$ cat src/rtl/hwr_pkg.sv
// Shared output-layer definitions: default widths, the streamer state encoding
// and the ReLU-plus-saturate helper used by every layer that emits scores.
package hwr_pkg;

    localparam int NUM_CLASSES = 10;
    localparam int ACC_W       = 20;
    localparam int OUT_W       = 12;
    localparam int SHIFT       = 4;

    typedef enum logic [0:0] {
        IDLE = 1'b0,
        SEND = 1'b1
    } stream_state_e;

    // Arithmetic shift, clamp negatives to zero, saturate to OUT_W bits.
    function automatic logic [OUT_W-1:0] sat_relu(input logic signed [ACC_W-1:0] value,
                                                  input int unsigned shift);
        logic signed [ACC_W-1:0] s;
        logic signed [ACC_W-1:0] sat_max;
        sat_max = ACC_W'((1 << OUT_W) - 1);
        s = value >>> shift;
        if (s[ACC_W-1]) begin
            return '0;
        end
        if (s > sat_max) begin
            return '1;
        end
        return s[OUT_W-1:0];
    endfunction

endpackage

$ cat src/rtl/class_score_streamer_if.sv
// Producer-side bundle of the score streamer: frame request/stall in,
// valid-only beat stream and status out.
interface class_score_streamer_if #(
    parameter int NUM_CLASSES = hwr_pkg::NUM_CLASSES,
    parameter int ACC_W       = hwr_pkg::ACC_W,
    parameter int OUT_W       = hwr_pkg::OUT_W
);
    logic                         load;
    logic [NUM_CLASSES*ACC_W-1:0] scores;
    logic                         hold;
    logic                         valid_out;
    logic [OUT_W-1:0]             data_out;
    logic                         last;
    logic                         busy;
    logic                         load_err;

    modport master (
        output load, scores, hold,
        input  valid_out, data_out, last, busy, load_err
    );

    modport slave (
        input  load, scores, hold,
        output valid_out, data_out, last, busy, load_err
    );
endinterface

$ cat src/rtl/score_saturator.sv
// Combinational score scaler: arithmetic right shift, ReLU clamp, then
// saturation to an unsigned OUT_W-bit value.
module score_saturator #(
    parameter int ACC_W = hwr_pkg::ACC_W,
    parameter int OUT_W = hwr_pkg::OUT_W,
    parameter int SHIFT = hwr_pkg::SHIFT
) (
    input  logic signed [ACC_W-1:0] score,
    output logic        [OUT_W-1:0] result
);
    localparam logic signed [ACC_W-1:0] SAT_MAX = ACC_W'((1 << OUT_W) - 1);

    logic signed [ACC_W-1:0] shifted;

    always_comb begin
        shifted = score >>> SHIFT;
        if (shifted[ACC_W-1]) begin
            result = '0;
        end else if (shifted > SAT_MAX) begin
            result = '1;
        end else begin
            result = shifted[OUT_W-1:0];
        end
    end
endmodule

$ cat src/rtl/class_score_streamer.sv
// Captures all class accumulators on load and streams them, scaled and
// saturated, one beat per cycle in class order 0..NUM_CLASSES-1.
module class_score_streamer #(
    parameter int NUM_CLASSES = hwr_pkg::NUM_CLASSES,
    parameter int ACC_W       = hwr_pkg::ACC_W,
    parameter int OUT_W       = hwr_pkg::OUT_W,
    parameter int SHIFT       = hwr_pkg::SHIFT
) (
    input  logic                  clk,
    input  logic                  rst_n,
    class_score_streamer_if.slave bus
);
    import hwr_pkg::*;

    localparam int               IDX_W     = $clog2(NUM_CLASSES + 1);
    localparam logic [0:0]       ST_IDLE   = IDLE;
    localparam logic [0:0]       ST_SEND   = SEND;
    localparam logic [IDX_W-1:0] IDX_LAST  = IDX_W'(NUM_CLASSES - 1);
    localparam logic [IDX_W-1:0] IDX_DRAIN = IDX_W'(NUM_CLASSES);

    logic [0:0]              state_reg;
    logic [IDX_W-1:0]        idx_reg;
    logic signed [ACC_W-1:0] score_bank_reg [NUM_CLASSES];
    logic                    valid_reg;
    logic                    last_reg;
    logic                    load_err_reg;
    logic [OUT_W-1:0]        data_reg;
    logic signed [ACC_W-1:0] sel_score;
    logic [OUT_W-1:0]        sat_score;
    logic                    accept;
    logic                    emit;

    // Class 0 is taken straight from the input on the accepting edge so the
    // first beat leaves one cycle after load; later beats come from the bank.
    // idx parks at NUM_CLASSES for one drain cycle after the last beat, which
    // keeps busy high until the cycle after last and spaces frames apart.
    assign accept    = (state_reg == ST_IDLE) && bus.load;
    assign emit      = !bus.hold && (accept || ((state_reg == ST_SEND) && (idx_reg != IDX_DRAIN)));
    assign sel_score = (state_reg == ST_SEND) ? score_bank_reg[idx_reg] : bus.scores[ACC_W-1:0];

    score_saturator #(
        .ACC_W (ACC_W),
        .OUT_W (OUT_W),
        .SHIFT (SHIFT)
    ) u_saturator (
        .score  (sel_score),
        .result (sat_score)
    );

    generate
        for (genvar gi = 0; gi < NUM_CLASSES; gi++) begin : g_bank
            always_ff @(posedge clk or negedge rst_n) begin
                if (!rst_n) begin
                    score_bank_reg[gi] <= '0;
                end else if (accept) begin
                    score_bank_reg[gi] <= bus.scores[gi*ACC_W +: ACC_W];
                end
            end
        end
    endgenerate

    always_ff @(posedge clk or negedge rst_n) begin
        if (!rst_n) begin
            state_reg    <= ST_IDLE;
            idx_reg      <= '0;
            valid_reg    <= 1'b0;
            last_reg     <= 1'b0;
            data_reg     <= '0;
            load_err_reg <= 1'b0;
        end else begin
            valid_reg <= emit;
            last_reg  <= emit && (idx_reg == IDX_LAST);
            if (emit) begin
                data_reg <= sat_score;
                idx_reg  <= idx_reg + 1'b1;
            end
            if ((state_reg == ST_SEND) && bus.load) begin
                load_err_reg <= 1'b1;
            end
            case (state_reg)
                ST_IDLE: begin
                    if (bus.load) begin
                        state_reg <= ST_SEND;
                    end
                end
                default: begin
                    if (!bus.hold && (idx_reg == IDX_DRAIN)) begin
                        state_reg <= ST_IDLE;
                        idx_reg   <= '0;
                    end
                end
            endcase
        end
    end

    assign bus.valid_out = valid_reg;
    assign bus.data_out  = data_reg;
    assign bus.last      = last_reg;
    assign bus.busy      = (state_reg == ST_SEND);
    assign bus.load_err  = load_err_reg;
endmodule
$ cat src/flat_wrapper.sv
// flat-port wrapper written by rule: the top's interface ports become plain ports
module class_score_streamer_flat import hwr_pkg::*;
#(
    parameter int NUM_CLASSES = hwr_pkg::NUM_CLASSES,
    parameter int ACC_W       = hwr_pkg::ACC_W,
    parameter int OUT_W       = hwr_pkg::OUT_W,
    parameter int SHIFT       = hwr_pkg::SHIFT
)
  (clk, rst_n, bus_load, bus_scores, bus_hold, bus_valid_out, bus_data_out, bus_last, bus_busy, bus_load_err);
  class_score_streamer_if #(.NUM_CLASSES(NUM_CLASSES), .ACC_W(ACC_W), .OUT_W(OUT_W)) bus_i ();
  input  logic clk;
  input  logic rst_n;
  input wire logic [$bits(bus_i.load)-1:0] bus_load;
  input wire logic [$bits(bus_i.scores)-1:0] bus_scores;
  input wire logic [$bits(bus_i.hold)-1:0] bus_hold;
  output wire logic [$bits(bus_i.valid_out)-1:0] bus_valid_out;
  output wire logic [$bits(bus_i.data_out)-1:0] bus_data_out;
  output wire logic [$bits(bus_i.last)-1:0] bus_last;
  output wire logic [$bits(bus_i.busy)-1:0] bus_busy;
  output wire logic [$bits(bus_i.load_err)-1:0] bus_load_err;
  assign bus_i.load = bus_load;
  assign bus_i.scores = bus_scores;
  assign bus_i.hold = bus_hold;
  assign bus_valid_out = bus_i.valid_out;
  assign bus_data_out = bus_i.data_out;
  assign bus_last = bus_i.last;
  assign bus_busy = bus_i.busy;
  assign bus_load_err = bus_i.load_err;
  class_score_streamer #(.NUM_CLASSES(NUM_CLASSES), .ACC_W(ACC_W), .OUT_W(OUT_W), .SHIFT(SHIFT)) u_core (.clk(clk), .rst_n(rst_n), .bus(bus_i));
endmodule
$ cat config.mk
export PLATFORM = sky130hd
export DESIGN_NAME = class_score_streamer_flat
export DESIGN_NICKNAME = d
export VERILOG_FILES = /design/src/rtl/hwr_pkg.sv /design/src/rtl/class_score_streamer_if.sv /design/src/rtl/score_saturator.sv /design/src/rtl/class_score_streamer.sv /design/src/flat_wrapper.sv
export SDC_FILE = /design/constraint.sdc
export NUM_CORES = 1
export LEC_CHECK = 0
export ABC_CLOCK_PERIOD_IN_PS = 2900
export CORE_MARGIN = 5
export CORE_UTILIZATION = 49
export DETAILED_ROUTE_END_ITERATION = 8
export GPL_TIMING_DRIVEN = 0
export PLACE_DENSITY = 0.84
export SLEW_MARGIN = 0
export SYNTH_ARGS = -nofsm -noshare
export SYNTH_HDL_FRONTEND = slang
export SYNTH_SLANG_ARGS = --single-unit
$ cat constraint.sdc
create_clock -name clk -period 2.9 [get_ports clk]
set_input_delay 0.435 -clock clk [delete_from_list [all_inputs] [get_ports clk]]
set_output_delay 0.435 -clock clk [all_outputs]
set_load 0.01 [all_outputs]
=== Word-level counts from Yosys, hierarchy flattened ===
Index checks and enable logic that the tools add are counted.

* Register bits: 220
* Bits in latches: 0
* Memory bits (writable): 0
* Memory bits (read-only): 0
* Bits of input ports: 204
* Output and inout port bits: 16
* Word-level logic and storage cells: 44
* Memories kept: 0

* Add/sub/neg operators: 1
* $mul: 0
* Divide/modulo/power cells: 0
* $lt $le $gt $ge: 2
* Eq/ne operators: 3
* Shift operators: 0
* Mux-type cells: 12
* Bitwise gates (word level): 2
* Reductions and logical operators: 8

{| class="wikitable"
|+ Operator list
! operator !! number
|-
| $bmux W20 S4 || 1
|-
| $mux W20 || 3
|-
| $mux W12 || 2
|-
| $gt A16 B13 Y1 const B || 1
|-
| $mux W4 || 3
|-
| $eq A4 B4 Y1 const B || 2
|-
| $logic_and A1 B1 Y1 || 6
|-
| $ge A5 B5 Y1 const B || 1
|-
| $not A4 Y5 || 1
|-
| $add A4 B1 Y4 const B || 1
|-
| $ne A4 B4 Y1 const B || 1
|-
| $mux W1 || 3
|-
| $logic_not A1 Y1 || 1
|-
| $logic_or A1 B1 Y1 || 1
|-
| $not A1 Y1 || 1
|}

=== Logic depth before layout (Yosys ltp) ===
* Depth after elaboration: 8
* Depth in mapped cells: 11

=== Hierarchy ===
A second synthesis with hierarchy kept.

* Cells, all modules: 726
* Area total of the unflattened synthesis: 10227.3 µm²

{| class="wikitable"
|+ By module, submodules not included
! module !! instances !! cells each !! area each (µm²) !! seq. area each (µm²)
|-
| class_score_streamer || 1 || 698 || 10045.9 || 5505.3
|-
| score_saturator || 1 || 28 || 181.4 || 0.0
|}

=== Worst setup path after synthesis ===
No wires, ideal clock.

* Path type: register -> register
* From: register u_core.idx_reg[0]
* To: register u_core.data_reg[10] (netlist: u_core.bus.data_out[10])
* Library setup time: 134 ps
* Data arrival time: 2166 ps
* Required time: 2766 ps
* Path slack: 600 ps
* Stages on the path, launching flop included: 12
* Cells stage by stage: dfrtp_1 > buf_2 > inv_1 > buf_1 > ha_1 > nand3_1 > nand2_1 > clkinv_1 > and3_1 > clkbuf_1 > a32oi_1 > o31ai_1

{| class="wikitable"
|+ RTL lines
! what !! RTL line !! RTL
|-
| from (decl) || class_score_streamer.sv:22 || <nowiki>logic [IDX_W-1:0] idx_reg;</nowiki>
|-
| from (signal assigned) || class_score_streamer.sv:75 || <nowiki>idx_reg <= idx_reg + 1'b1;</nowiki>
|-
| $ne A4 B4 Y1 || class_score_streamer.sv:38 || <nowiki>assign emit = !bus.hold && (accept || ((state_reg == ST_SEND) && (idx_reg != IDX_DRAIN)));</nowiki>
|-
| $logic_and A1 B1 Y1 || class_score_streamer.sv:38 ||
|-
| $logic_or A1 B1 Y1 || class_score_streamer.sv:38 ||
|-
| $logic_and A1 B1 Y1 || class_score_streamer.sv:38 ||
|-
| via u_core.emit || class_score_streamer.sv:31 || <nowiki>logic emit;</nowiki>
|-
| to (signal assigned) || class_score_streamer.sv:74 || <nowiki>data_reg <= sat_score;</nowiki>
|-
| to (decl) || class_score_streamer.sv:27 || <nowiki>logic [OUT_W-1:0] data_reg;</nowiki>
|}

The timed path passes the listed nets, and every way through them passes these cells. The select of a mux whose other input is x is not followed.
A chain may end at the register's enable or synchronous reset.

=== Worst setup path after layout ===
* From: register u_core.idx_reg[0]
* To: register u_core.data_reg[3] (netlist: u_core.bus.data_out[3])

Same word-level chain as after synthesis.

==> results.cfg <==
[floorplanning]
dieArea_mm2 = 0.0195
die_height_um = 140
core_mm2 = 0.0165
row_count = 47
ios = 220
start_util = 0.499
dieWidth_um = 140

[clocking]
worstSkewPairLatency_ps = 440
postCtsSetupBuffers = 0
cts_inserted_buffers = 17
cts_tree = done
clockBufferDepth = 2
cts_sinks = 180
path_clk_slew_ps = 60
cts_root_buffer = clkbuf_16
htree_levels = 4

[drt]
wirelength_um = 22600
drt-initial-drc-count = 371
drc = 0
via_per_inst = 5.69
antenna_left = 0
vias = 5784
routedWlPerCell_um = 22.3
drt_pre_antenna_iters = 5

[yosys]
postSynthCellCount = 584
synth_top_area_cell = dfrtp_1
syn_area_mm2 = 0.00825
synth_cell_type_count = 46
ys_seq_elements = 180
synthesis.nets = 791
ys_seq_area_frac = 0.546
synth_top_area_share = 0.546
synth_edf_count = 0
synthArstFlopShare = 1.00
yosysWarnings = 0
syn_area_per_cell_um2 = 14.1
synthTopCellsByArea = dfrtp_1, mux2_2, mux4_2
synth_flop_cell = dfrtp_1

[status]
run_status = finished, final reports clean

[worst_setup_path]
r2r_end = u_core.bus.data_out[3]
endpoint_kind = register
critical_path_class = reg -> reg
arrival_ps = 3000
r2r-start = u_core.idx_reg[0]
crit_required_ps = 3220
cp-start-kind = register
cp_max_fo = 14
rr_worst_depth = 10
r2r_setup_slack_ps = 220

[layout]
largest_register_ff_count = 160
register_area_mm2 = 0.00450
mostFrequentLayoutCells = mux2_2, dfrtp_1, clkdlybuf4s50_1
multi_input_area_mm2 = 0.00353
layout_commonest_cell = mux2_2
drive_gt1_frac = 0.326
syn2layout_area_growth_pct = 32.4
layout.nets = 990
fill_cells = 1177

[place]
port-buffer-count = 179
pre_cts_slack_ps = -44.2
place.gp.congestion = 0.873
dp_hpwl_um = 17000

[sta]
setup_slack_ps = 215
period_minus_slack_ps = 2680
rsz0062_at_grt = false
whs_ps = 502
setup_tns_ps = 0
drv_slew = 0
finClkSkew_ps = 12.3
fmax_mhz = 372
worstMarginPinSlew_ps = 858
setup_viol = 0
final_hold_viol_count = 0
min_period_over_period = 0.926
maxSlewHeadroom = 0.428

[global_routing]
grt_use_total = 0.235
grt_max_degree = 132
antenna_found_initial = 1
grt_pass1_wl_um = 35500
overflow = 0
grt_pass1_vias = 6455

[flow_run]
maxCapViolCount = 0

[power_and_ir_drop]
p_per_area_mw_per_mm2 = 1050
peakVddDrop_mv = 0.645
leakage_nw = 4.41

[hold_path]
hp-class = in -> async
-- critical path, stage by stage, from the launching register on --
cell and delay [ps]:
dfrtp_1 370, buf_2 270, clkinvlp_4 340, ha_1 310
nand3_1 100, nand2_1 130, clkinv_1 160, and3_1 240
nand2_1 120, buf_2 220, o31ai_1 300
-- where the power goes --
group | leakage (nW) | switching, W | internal, W
combinational | 1.98 | 0.00215 | 0.00262
clock | 0.262 | 0.000974 | 0.00123
sequential | 2.17 | 0.000698 | 0.00376
-- routing by layer --
layer,wire length [µm],vias to the layer above,track usage,part of all wire
met3,1630,50,0.0631,0.072
li1,-,2576,-,-
met2,11000,268,0.385,0.49
met4,772,0,0.0938,0.034
met1,9180,2890,0.299,0.41
met5,0,-,0,0
-- layout make-up --
type	instances	area share
Clock inverter	10	0.00917
Tap cell	220	0.0252
Buffer	42	0.0178
Clock buffer	21	0.0422
Antenna cell	1	0.000229
Timing Repair Buffer	181	0.168
Inverter	3	0.00138
Sequential cell	180	0.413
Multi-Input combinational cell	358	0.324
-- worst max-delay path by stage --
stage	start	end	slack [ps]	depth (start not counted)
after detailed placement	bus_load	u_core.score_bank_reg[117]	-40	6
after global placement	rst_n	u_core.score_bank_reg[110]	-5530	1
after global routing	u_core.idx_reg[0]	u_core.bus.data_out[8]	5	10
final	u_core.idx_reg[0]	u_core.bus.data_out[3]	220	10
after CTS	u_core.idx_reg[0]	u_core.bus.data_out[10]	9	11
after floorplan	u_core.idx_reg[0]	u_core.bus.data_out[10]	600	11
-- logic make-up after synthesis --
group	after synthesis	synth area share
simple gates	77	0.0487
mux	215	0.316
fa+ha+maj	3	0.00455
xor+xnor	3	0.00319
buf+inv	46	0.0252
flops	180	0.546
compound gates	60	0.0563
-- metrics by stage --
step | power, W | instances | utilization | cell area (µm²)
2_1_floorplan | 0.00756 | 584 | - | 8250
3_3_place_gp | 0.00893 | 983 | 0.624 | 10300
3_5_place_dp | 0.00920 | 984 | 0.626 | 10300
4_1_cts | 0.0114 | 1016 | 0.661 | 10900
5_1_grt | 0.0120 | 1016 | 0.661 | 10900
6_report | 0.0114 | 1016 | 0.661 | 10900
-- synthesized netlist by cell type, types with 2 or more instances --
| cell | count |
|---|---|
| buf_6 | 2 |
| ha_1 | 3 |
| nand3_1 | 14 |
| dfrtp_1 | 180 |
| nand2b_1 | 15 |
| buf_4 | 2 |
| nor2b_1 | 4 |
| clkbuf_1 | 28 |
| a32oi_1 | 12 |
| o311ai_0 | 11 |
| nor4_1 | 3 |
| mux4_2 | 14 |
| buf_2 | 10 |
| nor3_1 | 3 |
| o31ai_1 | 13 |
| mux4_1 | 2 |
| mux2_2 | 195 |
| and3_1 | 2 |
| nand2_1 | 3 |
| nor2_1 | 25 |
| inv_1 | 2 |
| xnor2_1 | 2 |
| o22ai_1 | 11 |
| a211oi_1 | 3 |
| mux2i_1 | 4 |
-- timing repair --
item	4_1_cts	5_1_grt
hold buffers	1	0
setup endpoints to repair	0	10
resized for setup	0	3
endpoints found under the hold margin	49	0
Note: power is estimated with default switching activity, not from simulation.
